## config.mk

```make
export PLATFORM = sky130hd
export DESIGN_NAME = vx_csr_sched_tracker
export DESIGN_NICKNAME = d
export VERILOG_FILES = /design/src/rtl/vx_csr_sched_tracker_pkg.sv /design/src/rtl/vx_pend_counter.sv /design/src/rtl/vx_csr_sched_tracker.sv
export SDC_FILE = /design/constraint.sdc
export NUM_CORES = 1
export LEC_CHECK = 0
export ABC_CLOCK_PERIOD_IN_PS = 3800
export BUFFER_PORTS_ARGS = -buffer_cell sky130_fd_sc_hd__buf_2
export CAP_MARGIN = 20
export CORE_ASPECT_RATIO = 1.2
export CORE_MARGIN = 2
export CORE_UTILIZATION = 45
export DETAILED_ROUTE_END_ITERATION = 8
export GPL_TIMING_DRIVEN = 0
export PLACE_DENSITY = 0.68
export SETUP_SLACK_MARGIN = 0.1
export SYNTH_ARGS = -nofsm -noshare
export SYNTH_HDL_FRONTEND = slang
export SYNTH_SLANG_ARGS = --single-unit
```

## constraint.sdc

```tcl
create_clock -name clk -period 3.8 [get_ports clk]
set_input_delay 0.38 -clock clk [delete_from_list [all_inputs] [get_ports clk]]
set_output_delay 0.38 -clock clk [all_outputs]
set_load 0.01 [all_outputs]
```

## src/rtl/vx_csr_sched_tracker_pkg.sv

```systemverilog
// rtl/vx_csr_sched_tracker_pkg.sv - shared widths and types for the scheduler-side CSR tracker
package vx_csr_sched_tracker_pkg;

   localparam int NUM_WARPS_DEF   = 4;
   localparam int NUM_THREADS_DEF = 4;
   localparam int PEND_W_DEF      = 4;
   localparam int CYCLES_W        = 64;

   function automatic int wid_width(input int n);
      return (n > 1) ? $clog2(n) : 1;
   endfunction

   typedef logic [NUM_WARPS_DEF-1:0][NUM_THREADS_DEF-1:0] tmask_arr_t;
   typedef logic [CYCLES_W-1:0]                           cycles_t;

endpackage

```

## src/rtl/vx_pend_counter.sv

```systemverilog
// rtl/vx_pend_counter.sv - per-warp in-flight instruction counter with full/le1/underflow flags
module vx_pend_counter
   import vx_csr_sched_tracker_pkg::*;
#(
   parameter int PEND_W = PEND_W_DEF
) (
   input  logic clk,
   input  logic reset,
   input  logic inc,
   input  logic dec,
   output logic full,
   output logic le1,
   output logic underflow
);

   logic [PEND_W-1:0] count_q, count_d;

   always_comb begin
      count_d   = count_q;
      underflow = 1'b0;
      if (inc && !dec && !full) begin
         count_d = count_q + PEND_W'(1);
      end else if (dec && !inc) begin
         if (count_q == '0) underflow = 1'b1;
         else               count_d   = count_q - PEND_W'(1);
      end
   end

   assign full = &count_q;
   assign le1  = (count_q <= PEND_W'(1));

   always_ff @(posedge clk or negedge reset) begin
      if (!reset) count_q <= '0;
      else        count_q <= count_d;
   end

endmodule

```

## src/rtl/vx_csr_sched_tracker.sv

```systemverilog
// rtl/vx_csr_sched_tracker.sv - warp CSR lock, pending counts and status snapshots for the CSR unit
// Optional stall counter output enabled by VX_CSR_TRACK_PERF_EN.
module vx_csr_sched_tracker
   import vx_csr_sched_tracker_pkg::*;
#(
   parameter  int NUM_WARPS   = NUM_WARPS_DEF,
   parameter  int NUM_THREADS = NUM_THREADS_DEF,
   parameter  int PEND_W      = PEND_W_DEF,
   localparam int WID_W       = wid_width(NUM_WARPS)
) (
   input  logic                             clk,
   input  logic                             reset,
   input  logic                             issue_valid,
   input  logic [WID_W-1:0]                 issue_wid,
   input  logic                             issue_is_csr,
   output logic                             issue_ready,
   input  logic                             commit_valid,
   input  logic [WID_W-1:0]                 commit_wid,
   input  logic [WID_W-1:0]                 alm_empty_wid,
   output logic                             alm_empty,
   input  logic                             unlock_warp,
   input  logic [WID_W-1:0]                 unlock_wid,
   input  logic [NUM_WARPS-1:0]             active_warps_in,
   input  logic [NUM_WARPS*NUM_THREADS-1:0] thread_masks_in,
   output logic [CYCLES_W-1:0]              cycles,
   output logic [NUM_WARPS-1:0]             active_warps,
   output logic [NUM_WARPS*NUM_THREADS-1:0] thread_masks,
   output logic [NUM_WARPS-1:0]             warp_locked,
`ifdef VX_CSR_TRACK_PERF_EN
   output logic [31:0]                      csr_stall_cycles,
`endif
   output logic                             err
);

   logic [NUM_WARPS-1:0] inc, dec, full, le1, underflow;
   logic                 issue_fire;

   logic [NUM_WARPS-1:0]             warp_locked_q, warp_locked_d;
   logic                             err_q, err_d;
   logic [CYCLES_W-1:0]              cycles_q, cycles_d;
   logic [NUM_WARPS-1:0]             active_warps_q, active_warps_d;
   logic [NUM_WARPS*NUM_THREADS-1:0] thread_masks_q, thread_masks_d;
`ifdef VX_CSR_TRACK_PERF_EN
   logic [31:0]                      stall_q, stall_d;
`endif

   assign issue_ready = !warp_locked_q[issue_wid] && !full[issue_wid];
   assign issue_fire  = issue_valid && issue_ready;
   assign alm_empty   = le1[alm_empty_wid];

   for (genvar g = 0; g < NUM_WARPS; g++) begin : g_pend
      assign inc[g] = issue_fire   && (issue_wid  == WID_W'(g));
      assign dec[g] = commit_valid && (commit_wid == WID_W'(g));
      vx_pend_counter #(.PEND_W(PEND_W)) u_pend_counter (
         .clk       (clk),
         .reset     (reset),
         .inc       (inc[g]),
         .dec       (dec[g]),
         .full      (full[g]),
         .le1       (le1[g]),
         .underflow (underflow[g])
      );
   end

   always_comb begin
      warp_locked_d  = warp_locked_q;
      err_d          = err_q | (|underflow);
      cycles_d       = cycles_q + CYCLES_W'(1);
      active_warps_d = active_warps_in;
      thread_masks_d = thread_masks_in;
      // A locked warp blocks issue, so unlock and a CSR lock never collide on one warp.
      if (unlock_warp) begin
         if (warp_locked_q[unlock_wid]) warp_locked_d[unlock_wid] = 1'b0;
         else                           err_d                     = 1'b1;
      end
      if (issue_fire && issue_is_csr) warp_locked_d[issue_wid] = 1'b1;
`ifdef VX_CSR_TRACK_PERF_EN
      stall_d = stall_q;
      if (issue_valid && warp_locked_q[issue_wid] && (stall_q != '1))
         stall_d = stall_q + 32'd1;
`endif
   end

   always_ff @(posedge clk or negedge reset) begin
      if (!reset) begin
         warp_locked_q  <= '0;
         err_q          <= 1'b0;
         cycles_q       <= '0;
         active_warps_q <= '0;
         thread_masks_q <= '0;
`ifdef VX_CSR_TRACK_PERF_EN
         stall_q        <= '0;
`endif
      end else begin
         warp_locked_q  <= warp_locked_d;
         err_q          <= err_d;
         cycles_q       <= cycles_d;
         active_warps_q <= active_warps_d;
         thread_masks_q <= thread_masks_d;
`ifdef VX_CSR_TRACK_PERF_EN
         stall_q        <= stall_d;
`endif
      end
   end

   assign warp_locked  = warp_locked_q;
   assign err          = err_q;
   assign cycles       = cycles_q;
   assign active_warps = active_warps_q;
   assign thread_masks = thread_masks_q;
`ifdef VX_CSR_TRACK_PERF_EN
   assign csr_stall_cycles = stall_q;
`endif

endmodule

```

======== Yosys cells after proc, flatten, opt, wreduce, memory -nomap -nowiden ========
Index checks and enable logic that the tools add are counted.
word-level totals
  register bits after elaboration ......... 105
  input port bits ......................... 34
  word-level logic and storage cells ...... 140
cells by class
  add/subtract/negate cells ............... 9
  order comparisons ....................... 9
  equal/unequal tests ..................... 10
  muxes and demuxes ....................... 41
  bitwise operators ....................... 4
  reduce and logical (&&, ||, !) cells .... 58
operators with widths
  cell                     count
  $add A64 B1 Y64 const B  1
  $mux W4                  15
  $logic_and A1 B1 Y1      25
  $mux W1                  20
  $add A4 B1 Y4 const B    4
  $le A4 B1 Y1 const B     4
  $logic_not A4 Y1         4
  $reduce_and A4 Y1        4
  $sub A4 B1 Y4 const B    4
  $logic_not A1 Y1         14
  $lt A2 B3 Y1 const B     3
  $bmux W1 S2              4
  $eq A2 B2 Y1 const B     4
  $ne A2 B1 Y1 const B     4
  $reduce_and A2 Y1        4
  $reduce_bool A2 Y1       4
  $and A4 B4 Y4            1
  $demux W1 S2             2
  $eq A2 B1 Y1 const B     2
  $ge A2 B1 Y1 const B     2
  $logic_not A2 Y1         2
  $not A4 Y4               1
  $or A4 B4 Y4             1
  $reduce_or A4 Y1         1
  $or A1 B1 Y1             1

======== Logic depth before layout (Yosys ltp) ========
Gate-level depths: netlist of run 1.
  depth after elaboration ................. 15
  mapped depth ............................ 7

======== Cells and area by module ========
A second synthesis of run 1 with hierarchy kept.
second synthesis, totals
  cell total of the unflattened synthesis .. 496
  area, all modules ....................... 5280.1 um2
by module, submodules not included
  module                times used  cells an instance  area each (um2)
  vx_csr_sched_tracker  1           336                3923.8
  vx_pend_counter       4           40                 339.1

======== Least setup slack after synthesis of run 1 ========
OpenSTA, ideal clock, no wires.
  path kind ............................... register to register
  start ................................... register g_pend[3].u_pend_counter.count_q[0]
  end ..................................... register g_pend[3].u_pend_counter.count_q[3]
  library setup time ...................... 125 ps
  arrival time ............................ 1748 ps
  slack ................................... 1927 ps
  cell stages (with the launch flop) ...... 7
  clock period less this slack ............ 1873 ps
  path through ............................ dfrtp_1 -> ha_1 -> a31o_2 -> nor3_1 -> nand4_1 -> a21boi_0 -> xnor2_1
between the ends
  longest elaborated chain between the ends .. 11
  elaborated cells between the ends (all ways) .. 21
  those cells by class .................... add/sub (2); eq/ne (1); mux (5); reduce/logical (13)
ends and longest elaborated chain
  item                                                          line                                          source
  from (decl)                                                   vx_pend_counter.sv:16                         logic [PEND_W-1:0] count_q, count_d;
  from (signal assigned)                                        vx_pend_counter.sv:34                         else count_q <= count_d;
  $reduce_and A4 Y1                                             vx_pend_counter.sv:29                         assign full = &count_q;
  $bmux W1 S2                                                   vx_csr_sched_tracker.sv:47                    assign issue_ready = !warp_locked_q[issue_wid] && !full[issue_wid];
  $mux W1 (implied by the code)                                 vx_csr_sched_tracker.sv:47
  $logic_not A1 Y1                                              vx_csr_sched_tracker.sv:47
  $logic_and A1 B1 Y1                                           vx_csr_sched_tracker.sv:47
  $logic_and A1 B1 Y1                                           vx_csr_sched_tracker.sv:48                    assign issue_fire = issue_valid && issue_ready;
  $logic_and A1 B1 Y1                                           vx_csr_sched_tracker.sv:52                    assign inc[g] = issue_fire && (issue_wid == WID_W'(g));
  $logic_and A1 B1 Y1 or $logic_not A1 Y1 (tied branches)       vx_pend_counter.sv:21, vx_pend_counter.sv:23
  $logic_and A1 B1 Y1, on equally long branches                 vx_pend_counter.sv:21, vx_pend_counter.sv:23
  $ne A2 B1 Y1 (no line) or $reduce_bool A2 Y1 (tied branches)  --
  $reduce_and A2 Y1 (no line)                                   --
Parallel ways exist; a longest one is shown, timed or not. The select of a mux whose other input is x is not followed.
A chain may end at the register's enable or synchronous reset.

======== Worst setup path after layout of run 1 ========
  start ................................... register g_pend[3].u_pend_counter.count_q[0]
  end ..................................... output port issue_ready
between the ends
  longest elaborated chain between the ends .. 5
ends and longest elaborated chain
  item                           line                        source
  $reduce_and A4 Y1              vx_pend_counter.sv:29
  $bmux W1 S2                    vx_csr_sched_tracker.sv:47
  $mux W1 (implied by the code)  vx_csr_sched_tracker.sv:47
  $logic_not A1 Y1               vx_csr_sched_tracker.sv:47
  $logic_and A1 B1 Y1            vx_csr_sched_tracker.sv:47
  to (decl)                      vx_csr_sched_tracker.sv:16  output logic issue_ready,
No other way between the ends. The select of a mux whose other input is x is not followed.

==> results by group, run 1 <==
Status
  • Outcome: finished, final reports clean

Yosys
  • Share of the synthesized area in the top cell type: 0.518
  • Yosys warns: 0
  • Largest cells by area after synthesis: dfrtp_1 (52%), xnor2_1 (6.9%), xor2_1 (5.5%)
  • Largest area contributor in the netlist: dfrtp_1
  • Top_reg_cell synth: dfrtp_1
  • Syn_nets: 516
  • Post-Syn Instances: 465
  • Synth top cells by count: dfrtp_1 (105), xnor2_1 (40), nor2_1 (38)
  • EDFF count, synth: 0
  • Synth Cell Area: 5080 um2
  • Top-count cell post-synth: dfrtp_1
  • Seq/Total Area, Yosys: 0.518
  • #FFs+latches synth: 105
  • Cell variety after synth: 47
  • Share of flip-flops with an asynchronous set or reset: 1.00
  • Syn avg cell area: 10.9 um2

Critical path
  • Reg2reg end: g_pend[3].u_pend_counter.count_q[3]
  • Worst path max stage delay: 0.46 ns
  • Crit Path Category: flop to output port
  • R2R setup slack: 1.66 ns
  • RR Startpoint: g_pend[3].u_pend_counter.count_q[0]
  • Data arrival, critical path: 1.89 ns
  • Worst Setup EP: issue_ready
  • Startpoint Class: flop
  • Critical Path RT: between 3 and 4 ns
  • Crit-path slowest cell: dfrtp_1
  • Worst Reg-to-Reg Cells: 6
  • Worst path cell trace: ha_1 > a31oi_1 > a211oi_1 > nor2_1 > buf_2
  • Setup crit end kind: output port
  • Worst Setup SP: g_pend[3].u_pend_counter.count_q[0]
  • CP max FO: 6

Drt
  • Initial DRC count: 180
  • Vias: 4027
  • Number of detailed-route iterations in the first pass: 4
  • Drc violations: 0
  • Routed WL per cell: 15.3 um
  • Post-Route WL: 11.2 mm
  • Vias per cell: 5.47
  • Post-route ant nets: 0

Final layout
  • Synth-to-Final Area Change: 22.2%
  • Fraction of layout cells with a size suffix above 1: 0.265
  • Total Nets Final: 651
  • Fin area: 6200 um2
  • Ant diodes: 0

Clock tree
  • TritonCTS clock tree: yes
  • Later-pin clock latency in the skew report: 0.35 ns
  • Clk buf depth: 2
  • Post-CTS setup buffers: 0
  • Hold_buf cts: 0
  • Num CTS Buffers: 9
  • H-tree depth: 3
  • Reg clk slew, reported paths: 0.07 ns
  • Resized Gates After CTS: 0
  • CTS sink count: 105
  • Root buf cell: clkbuf_16

Floorplan
  • Die height: 120 um
  • Area of the die: 12100 um2
  • Core Region: 11000 um2
  • I/O Pins: 125
  • Row count: 42
  • Initial Utilization: 0.460
  • Die width: 101 um

Timing
  • RSZ-0062 raised after global routing: no
  • Part of the cycle the worst path needs: 0.599
  • Final setup vio count: 0
  • Setup tns final: 0 ns
  • Peak Freq: 440 MHz
  • Relative slew slack: 0.525
  • Crit path time final: 2.27 ns
  • Fin. Hold Viols: 0
  • Fin. max-slew vios: 0
  • Clock Skew: roughly 0.012 ns
  • Worst-margin pin slew: around 0.71 ns

GRT
  • Total congestion overflow: 0
  • Met1 usage in global routing: 0.243
  • Total Routing Usage GR: 0.193
  • Number of global-route vias before repair: 4026
  • Global-route wire length before repair: 18.8 mm
  • Gr busiest metal: met2
  • Met3 Track Usage GR: 0.0439
  • Initial antenna violation count: 0
  • Routing usage on met2: 0.324
  • Largest net degree at the start of global routing: 61

Power
  • Sequential power share: 0.471
  • Combinational power share: 0.182
  • Leakage Power: slightly above 3 nW
  • Pwr Total: between 0.002 and 0.003 W
  • Cell Int Power: 0.00205 W
  • VDD IR max: 0.265 mV
  • Psw: 0.000835 W
  • Clk pwr share: 0.347
  • Power Density: 466 nW/um2
  • Sw Ratio: 0.289

Place
  • Area after DPL: 5890 um2
  • GPL Wtd Cong: 0.879
  • Placed wire-length estimate: 8.31 mm
  • IO buf count: 123

Worst hold path
  • Worst min path class: input pin to async pin

Run
  • Max-Cap Viols: 0
[state kept, by name (all words and copies together) (netlist names)]
signal and count:
g_pend.u_pend_counter.count_q 16, active_warps 4, thread_masks 16, cycles 64, err 1, warp_locked 4
[metal layers]
metal	routed length, um	part of all wire
met5	0	0
met4	186	0.017
met3	504	0.045
met2	5580	0.50
met1	4960	0.44
[per-stage QoR]
step / hold WS [ns] / setup WS, ns / cells / util
final: 0.0387 / 1.53 / 736 / 0.562
after global routing: 0.0799 / 1.40 / 736 / 0.562
after CTS: 0.0660 / 1.55 / 736 / 0.562
after detailed placement: 0.441 / 1.70 / 721 / 0.533
after global placement: 0.451 / 1.19 / 720 / 0.531
after floorplan: 0.0844 / 1.93 / 465 / -
[worst min path at each step]
stage	from	to	slack [ns]	cells after the start
floorplan	reset	active_warps[0]	0.08	0
global placement	cycles[63]	cycles[63]	0.45	1
detailed placement	reset	cycles[43]	0.44	1
CTS	reset	cycles[43]	0.07	1
global route	reset	thread_masks[2]	0.08	1
finish	reset	thread_masks[2]	0.04	1
[cells in the final DEF (no fill, tap or decap), drive strengths merged, types with 7 or more instances in the layout]
master  instances
clkbuf         13
o21ai           9
nor4           16
buf           125
xor2           32
dfrtp         105
ha             17
nor3           27
and3            7
nand4          25
nor3b           8
nand3          24
a21oi           7
nand2          34
nor2b           7
inv            23
nor2           38
xnor2          40
[worst max-delay path: cells and delay by family (launching register included)]
kind	cells	cell delay, ns
fa+ha+maj	1	0.25
compound gates	2	0.56
simple gates	1	0.12
flops	1	0.46
buf+inv	1	0.16
[area by class of cell]
cell class	count	area [um2]
clock buffers	10	239
well taps	132	165
flip-flops and latches	105	2630
inverters	22	82.6
repair buffers	124	646
clock inverters	5	78.8
multi-input cells	334	2350
fillers	1002	4830
plain buffers	4	16.3
[power by group through the flow]
stage                     Combinational, W  Clock (W)  Sequential, W
final                             0.000525    0.00100        0.00136
after floorplan                   0.000364          0        0.00136
after global placement            0.000488          0        0.00137
after CTS                         0.000525    0.00103        0.00136
after detailed placement          0.000524          0        0.00138
after global routing              0.000593    0.00108        0.00139
[cells by family after synthesis]
| family | after synthesis | synth area share |
|---|---|---|
| adders and majority gates | 17 | 0.0419 |
| and+or+nand+nor | 196 | 0.227 |
| buffers and inverters | 26 | 0.0195 |
| AOI/OAI and AO/OA | 48 | 0.0651 |
| DFF | 105 | 0.518 |
| xor gates and xnor gates | 72 | 0.124 |
| muxes | 1 | 0.00444 |
Power figures use the tool's default switching activity.
==> run 2: changes to the inputs <==
Settings changed: ABC_CLOCK_PERIOD_IN_PS 3800 to 2000, PLACE_DENSITY 0.68 to 0.71.
Clock period 3.8 ns to 2 ns, I/O delays scaled along.
==> run 2 against run 1 <==
Critical path depth grew 1. Sequential share of layout area shrank 5.4 points. Final cell count grew 8.7%. Hold slack gained 0.14 ns. Clock power grew 86%. Register-to-register slack lost 1.6 ns. Flip-flop and latch count is the same. Die area is the same. Clock skew shrank 0.0035 ns.
==> results by group, run 2 (synthesized netlist as in run 1, its figures left out) <==
Status
  • Outcome: finished, final reports clean

GRT
  • Largest net degree at the start of global routing: 58 (-4.9%)
  • Total congestion overflow: 0 (unchanged)
  • Initial antenna violation count: 0 (unchanged)
  • Number of global-route vias before repair: 4138 (+2.8%)
  • Global-route wire length before repair: 20.1 mm (+6.7%)
  • Total Routing Usage GR: 0.207 (+0.0142)

Drt
  • Post-route ant nets: 0 (unchanged)
  • Number of detailed-route iterations in the first pass: 4 (unchanged)
  • Vias per cell: 5.48 (+0.18%)
  • Initial DRC count: 121 (-33%)
  • Drc violations: 0 (unchanged)
  • Routed WL per cell: 16.3 um (+6.8%)
  • Vias: 4385 (+8.9%)
  • Post-Route WL: 13.0 mm (+16%)

Timing
  • Relative slew slack: 0.402 (-0.123)
  • Peak Freq: between 500 and 600 MHz
  • RSZ-0062 raised after global routing: yes
  • Crit path time final: 1.94 ns
  • Worst-margin pin slew: 0.895 ns (+0.184 ns)
  • Fin. max-slew vios: 0 (unchanged)
  • Setup tns final: 0 ns (unchanged)
  • Part of the cycle the worst path needs: 0.970
  • Smallest hold slack: 0.183 ns (+0.144 ns)
  • Clock Skew: 0.00896 ns (-0.00350 ns)
  • Fin. Hold Viols: 0 (unchanged)
  • Final setup vio count: 0 (unchanged)

Power
  • Clk pwr share: 0.306 (-0.041)
  • Sw Ratio: 0.336 (+0.0466)
  • Combinational power share: 0.260 (+0.078)
  • Cell Int Power: 0.00404 W (+96%)
  • Power Density: 845 nW/um2 (+82%)
  • Psw: 0.00204 W (+140%)
  • VDD IR max: 0.595 mV (+120%)
  • Sequential power share: 0.434 (-0.037)
  • Leakage Power: 3.56 nW (+16%)

Clock tree
  • Num CTS Buffers: 9 (unchanged)
  • CTS sink count: 105 (unchanged)
  • Clk buf depth: 2 (unchanged)
  • TritonCTS clock tree: yes
  • Root buf cell: clkbuf_16
  • H-tree depth: 3 (unchanged)
  • Reg clk slew, reported paths: 0.08 ns (about the same)
  • Later-pin clock latency in the skew report: 0.36 ns (about the same)

Critical path
  • Crit Path Category: flop to output port
  • CP max FO: 5 (-1)
  • R2R setup slack: 0.06 ns (-1.60 ns)
  • Setup crit end kind: output port
  • Data arrival, critical path: 1.74 ns (-0.15 ns)
  • Startpoint Class: flop
  • Critical Path RT: 1.80 ns (-1.62 ns)

Floorplan
  • Initial Utilization: 0.460 (unchanged)
  • Row count: 42 (unchanged)
  • Die width: 101 um (unchanged)
  • Core Region: 11000 um2 (unchanged)
  • I/O Pins: 125 (unchanged)
  • Die height: 120 um (unchanged)
  • Area of the die: 12100 um2 (unchanged)

Final layout
  • Max FFs per register: 64 (unchanged)
  • Total Nets Final: 714 (+9.7%)
  • Ant diodes: 0 (unchanged)
  • Fraction of layout cells with a size suffix above 1: 0.424 (+0.159)
  • Most common cell after layout, fill and taps aside: buf_2
  • Synth-to-Final Area Change: 41.6%
  • Most frequent cells in the layout: buf_2 (123), dfrtp_1 (83), buf_4 (43)

Run
  • Max-Cap Viols: 0 (unchanged)

Worst hold path
  • Worst min path class: input pin to flop

Place
  • Placed wire-length estimate: 8.18 mm (-1.5%)
  • GPL Wtd Cong: 0.872 (-0.85%)
  • IO buf count: 123 (unchanged)
-- run 2: what timing repair did --
action	in CTS	in global routing
gates resized for setup	33	74
pin swaps	9	22
setup endpoints to repair	53	54
hold buffers	21	0
hold endpoints to repair	76	0
buffers inserted	15	27
-- run 2: area by class of cell --
cell class	instances	area, um2
clock buffer	9	225
inverter	22	87.6
multi-input combinational	334	2760
buffer	4	18.8
sequential	105	2660
fill	838	3850
clock inverter	7	98.8
timing repair buffer	187	1170
tap	132	165
-- run 2: critical path, stage by stage, from the launching register on --
cell      delay (ns)
dfrtp_2         0.45
buf_4           0.15
ha_1            0.20
nand3_2         0.14
a221oi_2        0.24
nor2_1          0.07
buf_2           0.15
-- run 2: path summary, 6_finish.rpt --
| check | start | endpoint | cells past startpoint |
|---|---|---|---|
| min reg2reg | cycles[63] | cycles[63] | 1 |
| max in group asynchronous | reset | cycles[26] | 3 |
| max | g_pend[0].u_pend_counter.count_q[0] | issue_ready | 6 |
| min | issue_wid[0] | warp_locked[1] | 3 |
| max reg2reg | g_pend[1].u_pend_counter.count_q[1] | err | 7 |
| min in group asynchronous | reset | thread_masks[12] | 2 |
-- run 2: stage by stage --
stage	setup slack, ns	cells	area, um2	utilization	power, W
finish	0.0598	800	7190	0.651	0.00607
floorplan	0.127	465	5080	-	0.00327
CTS	0.0698	773	6690	0.606	0.00567
global placement	-0.457	720	5860	0.531	0.00355
detailed placement	-0.126	721	5890	0.533	0.00362
global route	-0.0343	800	7190	0.651	0.00639
-- run 2: power groups by stage --
stage | combinational (W) | clock (W) | sequential (W)
4_1_cts | 0.00118 | 0.00191 | 0.00259
2_1_floorplan | 0.000692 | 0 | 0.00258
6_report | 0.00158 | 0.00186 | 0.00264
3_5_place_dp | 0.000990 | 0 | 0.00263
3_3_place_gp | 0.000937 | 0 | 0.00261
5_1_grt | 0.00173 | 0.00200 | 0.00267
-- run 2: layer usage --
metal | vias up | wire (um) | global-route usage
met5 | - | 0 | 0
met4 | 0 | 302 | 0.0701
met3 | 25 | 609 | 0.0468
met2 | 125 | 6890 | 0.359
met1 | 2192 | 5250 | 0.254
li1 | 2043 | - | -
